==> config.mk <==
export PLATFORM = sky130hd
export DESIGN_NAME = uart_tx_buf
export DESIGN_NICKNAME = d
export VERILOG_FILES = /design/src/rtl/uart_tx_buf.sv
export SDC_FILE = /design/constraint.sdc
export NUM_CORES = 1
export LEC_CHECK = 0
export CAP_MARGIN = 20
export CORE_ASPECT_RATIO = 1.1
export CORE_MARGIN = 3
export CORE_UTILIZATION = 55
export CTS_BUF_LIST = sky130_fd_sc_hd__clkbuf_8
export CTS_CLUSTER_SIZE = 24
export DETAILED_ROUTE_END_ITERATION = 10
export PLACE_DENSITY_LB_ADDON = 0.08
export SYNTH_ARGS = -nofsm -noshare
export SYNTH_HDL_FRONTEND = slang
export SYNTH_SLANG_ARGS = --single-unit
==> constraint.sdc <==
create_clock -name clk -period 2.9 [get_ports clk]
set_input_delay 0.29 -clock clk [delete_from_list [all_inputs] [get_ports clk]]
set_output_delay 0.29 -clock clk [all_outputs]
set_load 0.01 [all_outputs]
==> src/rtl/uart_tx_buf.sv <==
// Byte FIFO and frame scheduler feeding a UART transmitter: buffers host writes and
// issues one byte per frame only while the transmitter is idle, with an optional gap.
module uart_tx_buf #(
    parameter int DATA_W  = 8,
    parameter int DEPTH   = 16,
    parameter int AW      = 4,
    parameter int GAP_CYC = 0
) (
    input  logic              clk,
    input  logic              rst,
    input  logic [DATA_W-1:0] wr_data,
    input  logic              wr_en,
    input  logic              flush,
    input  logic              tx_en,
    output logic              wr_full,
    output logic              empty,
    output logic [AW:0]       level,
    output logic              overflow,
    output logic [DATA_W-1:0] tx_din,
    output logic              tx_din_vld,
    input  logic              tx_busy,
    output logic              frame_done
);

    // Handshake: tx_din_vld is a one-cycle load strobe issued only when tx_busy was low
    // at the read; the transmitter answers by holding tx_busy high until its stop bit ends.

    typedef enum logic [1:0] {
        S_IDLE = 2'd0,
        S_LOAD = 2'd1,
        S_WAIT = 2'd2,
        S_GAP  = 2'd3
    } state_t;

    localparam int GW = (GAP_CYC > 1) ? $clog2(GAP_CYC) : 1;
    localparam logic [GW-1:0] GAP_LAST = GW'((GAP_CYC > 0) ? GAP_CYC - 1 : 0);

    state_t            state;
    state_t            state_next;
    logic [GW-1:0]     gap_cnt;

    logic [DATA_W-1:0] mem [DEPTH];
    logic [AW-1:0]     wr_ptr;
    logic [AW-1:0]     rd_ptr;
    logic [AW:0]       level_next;
    logic              wr_accept;
    logic              read_fire;

    // Full is the registered flag, so a write beside a read still sees pre-read fullness.
    assign wr_accept  = wr_en && !wr_full && !flush;
    assign level_next = level + (AW+1)'(wr_accept) - (AW+1)'(read_fire);

    always_ff @(posedge clk) begin
        if (wr_accept) begin
            mem[wr_ptr] <= wr_data;
        end
    end

    always_ff @(posedge clk) begin
        if (rst || flush) begin
            wr_ptr   <= '0;
            rd_ptr   <= '0;
            level    <= '0;
            empty    <= 1'b1;
            wr_full  <= 1'b0;
            overflow <= 1'b0;
        end else begin
            if (wr_accept) begin
                wr_ptr <= wr_ptr + 1'b1;
            end
            if (read_fire) begin
                rd_ptr <= rd_ptr + 1'b1;
            end
            if (wr_en && wr_full) begin
                overflow <= 1'b1;
            end
            level   <= level_next;
            empty   <= (level_next == '0);
            wr_full <= (level_next == (AW+1)'(DEPTH));
        end
    end

    always_ff @(posedge clk) begin
        if (rst) begin
            tx_din <= '0;
        end else if (read_fire) begin
            tx_din <= mem[rd_ptr];
        end
    end

    always_ff @(posedge clk) begin
        if (rst) begin
            state   <= S_IDLE;
            gap_cnt <= '0;
        end else begin
            state <= state_next;
            if (state == S_GAP) begin
                gap_cnt <= gap_cnt + 1'b1;
            end else begin
                gap_cnt <= '0;
            end
        end
    end

    always_comb begin
        state_next = state;
        case (state)
            S_IDLE: begin
                if (tx_en && !empty && !tx_busy) begin
                    state_next = S_LOAD;
                end
            end
            S_LOAD: state_next = S_WAIT;
            S_WAIT: begin
                if (!tx_busy) begin
                    state_next = (GAP_CYC == 0) ? S_IDLE : S_GAP;
                end
            end
            S_GAP: begin
                if (gap_cnt == GAP_LAST) begin
                    state_next = S_IDLE;
                end
            end
            default: state_next = S_IDLE;
        endcase
    end

    always_comb begin
        read_fire  = 1'b0;
        tx_din_vld = 1'b0;
        frame_done = 1'b0;
        case (state)
            S_IDLE: read_fire  = tx_en && !empty && !tx_busy;
            S_LOAD: tx_din_vld = 1'b1;
            S_WAIT: frame_done = !tx_busy;
            default: ;
        endcase
    end

endmodule

==> results.json <==
{
  "drt_iter0_drc": 192,
  "die_w_um": 108,
  "max_slew_margin": 0.502,
  "numCtsBuffers": 17,
  "finalHoldWorstSlack_ns": 0.439,
  "synth_enable_flop_cells": 128,
  "finalCritPeriodShare": 0.876,
  "crit_buf_inv": 2,
  "clkTransAtPathRegs_ns": 0.08,
  "grtUsageTotal": 0.201,
  "cts.sinks": 155,
  "async_reset_ff_frac": 0,
  "leakagePower_nw": 2.31,
  "setup_violations": 0,
  "io_pins": 32,
  "hpwl_um": 7880,
  "fp.dieH_um": 118,
  "synth_area_leaders": "edfxtp_1 (61%), dfxtp_1 (8.6%), mux2i_1 (7.6%)",
  "cts_tree": "built",
  "slew_viol_final": 0,
  "path_cells": "nor3_1, nand2_1, inv_1, ha_1, inv_1, ha_1, fa_1, a21o_1, a21oi_1, xnor2_1, nor4b_1",
  "grt_pass1_vias": 3428,
  "avgRoutedWirePerCell_um": 19.8,
  "synth_cells": 402,
  "criticalPathCategory": "flop to flop",
  "synth_flop_cell": "edfxtp_1",
  "crit_family": "adder cells",
  "rrSetupSlack_ns": 0.36,
  "yosys.area.top_type_share": 0.609,
  "vias": 3416,
  "port_buffers": 31,
  "fin_ws_ns": 0.360,
  "fin_skew_ns": 0.0103,
  "power_mw": 4.21,
  "hold_buffers": 0,
  "gr-total-overflow": 0,
  "syn_nets": 427,
  "rsz0062_at_grt": "no",
  "synth_common_cells": "edfxtp_1 (128), mux2i_1 (48), dfxtp_1 (27)",
  "ys_types": 35,
  "diodes": 0,
  "yosys_warnings": 0,
  "ys_ff_latch": 155,
  "worst_setup_path_end_kind": "flop",
  "antenna_found_initial": 0,
  "reg2reg_from": "state[0]",
  "ir_drop_v": 0.000387,
  "insertion_delay_ns": 0.43,
  "wirelength_um": 12200,
  "required_ns": 3.22,
  "grt.met1_usage": 0.266,
  "drtPass1Iterations": 5,
  "fillerInstances": 800,
  "finalHoldViolations": 0,
  "slowest_stage": "dfxtp_1",
  "synth_area_leader_cell": "edfxtp_1",
  "htreeDepth": 4,
  "ant_nets": 0,
  "post_cts_buffers": 0,
  "startpoint_type": "flop",
  "powerDensity_nw_per_um2": 580,
  "grt_busiest_layer": "met2",
  "ys_seq_area_frac": 0.695,
  "max_freq_mhz": 394,
  "netlist_area_sq_um": 6310,
  "grt_pass1_wl_um": 18700,
  "tightest_slew_ns": 0.746,
  "yosysMostFrequentCell": "edfxtp_1",
  "status": "finished clean",
  "regArea_sq_um": 4390,
  "dieArea_sq_um": 12800,
  "fin_nets": 480,
  "postSynthAreaPerCell_sq_um": 15.7,
  "multi_input_area_sq_um": 1770,
  "startpoint": "state[0]",
  "grt_max_degree": 22,
  "clk_path_buf_depth": 2,
  "cap_violations": 0,
  "initial_utilization": 0.571,
  "finalCriticalPeriod_ns": 2.54,
  "area_delta_synth_final_pct": 15.0,
  "cts-resized-gates": 0,
  "via_per_inst": 5.55,
  "path_max_fanout": 8,
  "core_area_sq_um": 11100,
  "num_rows": 40,
  "drive_above_1_share": 0.156,
  "grt_util_met2": 0.328,
  "dpl_worst_slack_ns": -0.000128,
  "drc": 0,
  "cpPeakStageDelay_ns": 0.43,
  "grtUsageMet3": 0.0426,
  "cp_data_arrival_time_ns": 2.86,
  "root_buffer": "clkbuf_8",
  "min-delay-start": "gap_cnt",
  "gp_congestion": 0.818,
  "min_path_type": "flop to flop"
}
## stage by stage
| stage | TNS (ns) | utilization | instances | area, sq um |
|---|---|---|---|---|
| final | 0 | 0.656 | 615 | 7260 |
| after floorplan | 0 | - | 402 | 6310 |
| after CTS | 0 | 0.656 | 615 | 7260 |
| after global routing | 0 | 0.656 | 615 | 7260 |
| after detailed placement | -0.000128 | 0.621 | 583 | 6870 |
| after global placement | 0 | 0.621 | 583 | 6870 |
## final timing paths
kind              to  cells after the start
max          wr_full                     11
min reg2reg  gap_cnt                      1
max reg2reg  wr_full                     11
min          gap_cnt                      1
## power by group
part | total (mW) | internal (mW) | switching [mW] | leakage, nW
sequential | 2.44 | 2.42 | 0.0148 | 1.37
clock | 1.58 | 0.835 | 0.746 | 0.201
combinational | 0.189 | 0.0862 | 0.103 | 0.742
total | 4.21 | 3.34 | 0.863 | 2.31
## cells in the final DEF (no fill, tap or decap), drive strengths merged, types with 8 or more instances in the layout
master,instances
ha,10
edfxtp,128
inv,14
nor2,23
mux2i,48
o211ai,8
nand3,18
nand3b,9
mux4,8
nand2,9
a22oi,24
clkdlybuf4s50,31
nand2b,11
clkbuf,17
buf,24
dfxtp,27
## sequential cells by signal (all words and copies together), names as in the netlist
signal,cells
mem,128
tx_din,8
level,5
rd_ptr,4
wr_ptr,4
state,2
empty,1
gap_cnt,1
overflow,1
wr_full,1
## per-layer routing
layer,vias to the layer above,wire [um]
met4,0,97
met3,10,590
met2,89,6300
met1,1678,5190
met5,-,0
li1,1639,-
## cells by family (layout without fill, tap and decap cells)
| logic type | after synthesis | after routing | synth area share |
|---|---|---|---|
| flip-flops | 155 | 155 | 0.695 |
| buffers and inverters | 31 | 97 | 0.0254 |
| AND/OR/NAND/NOR | 96 | 96 | 0.0842 |
| adder cells (fa/ha/maj) | 11 | 11 | 0.0230 |
| AO/OA/AOI/OAI | 43 | 43 | 0.0543 |
| XOR/XNOR | 10 | 10 | 0.0139 |
| multiplexers | 56 | 56 | 0.105 |
## final cells by class
cell class,instances,share of cell area
repair buffers,55,0.0676
clock buffers,17,0.0322
well taps,147,0.0253
flip-flops and latches,155,0.604
multi-input cells,216,0.243
clock inverters,15,0.0219
inverters,10,0.00517
Note: power is estimated with default switching activity, not from simulation.
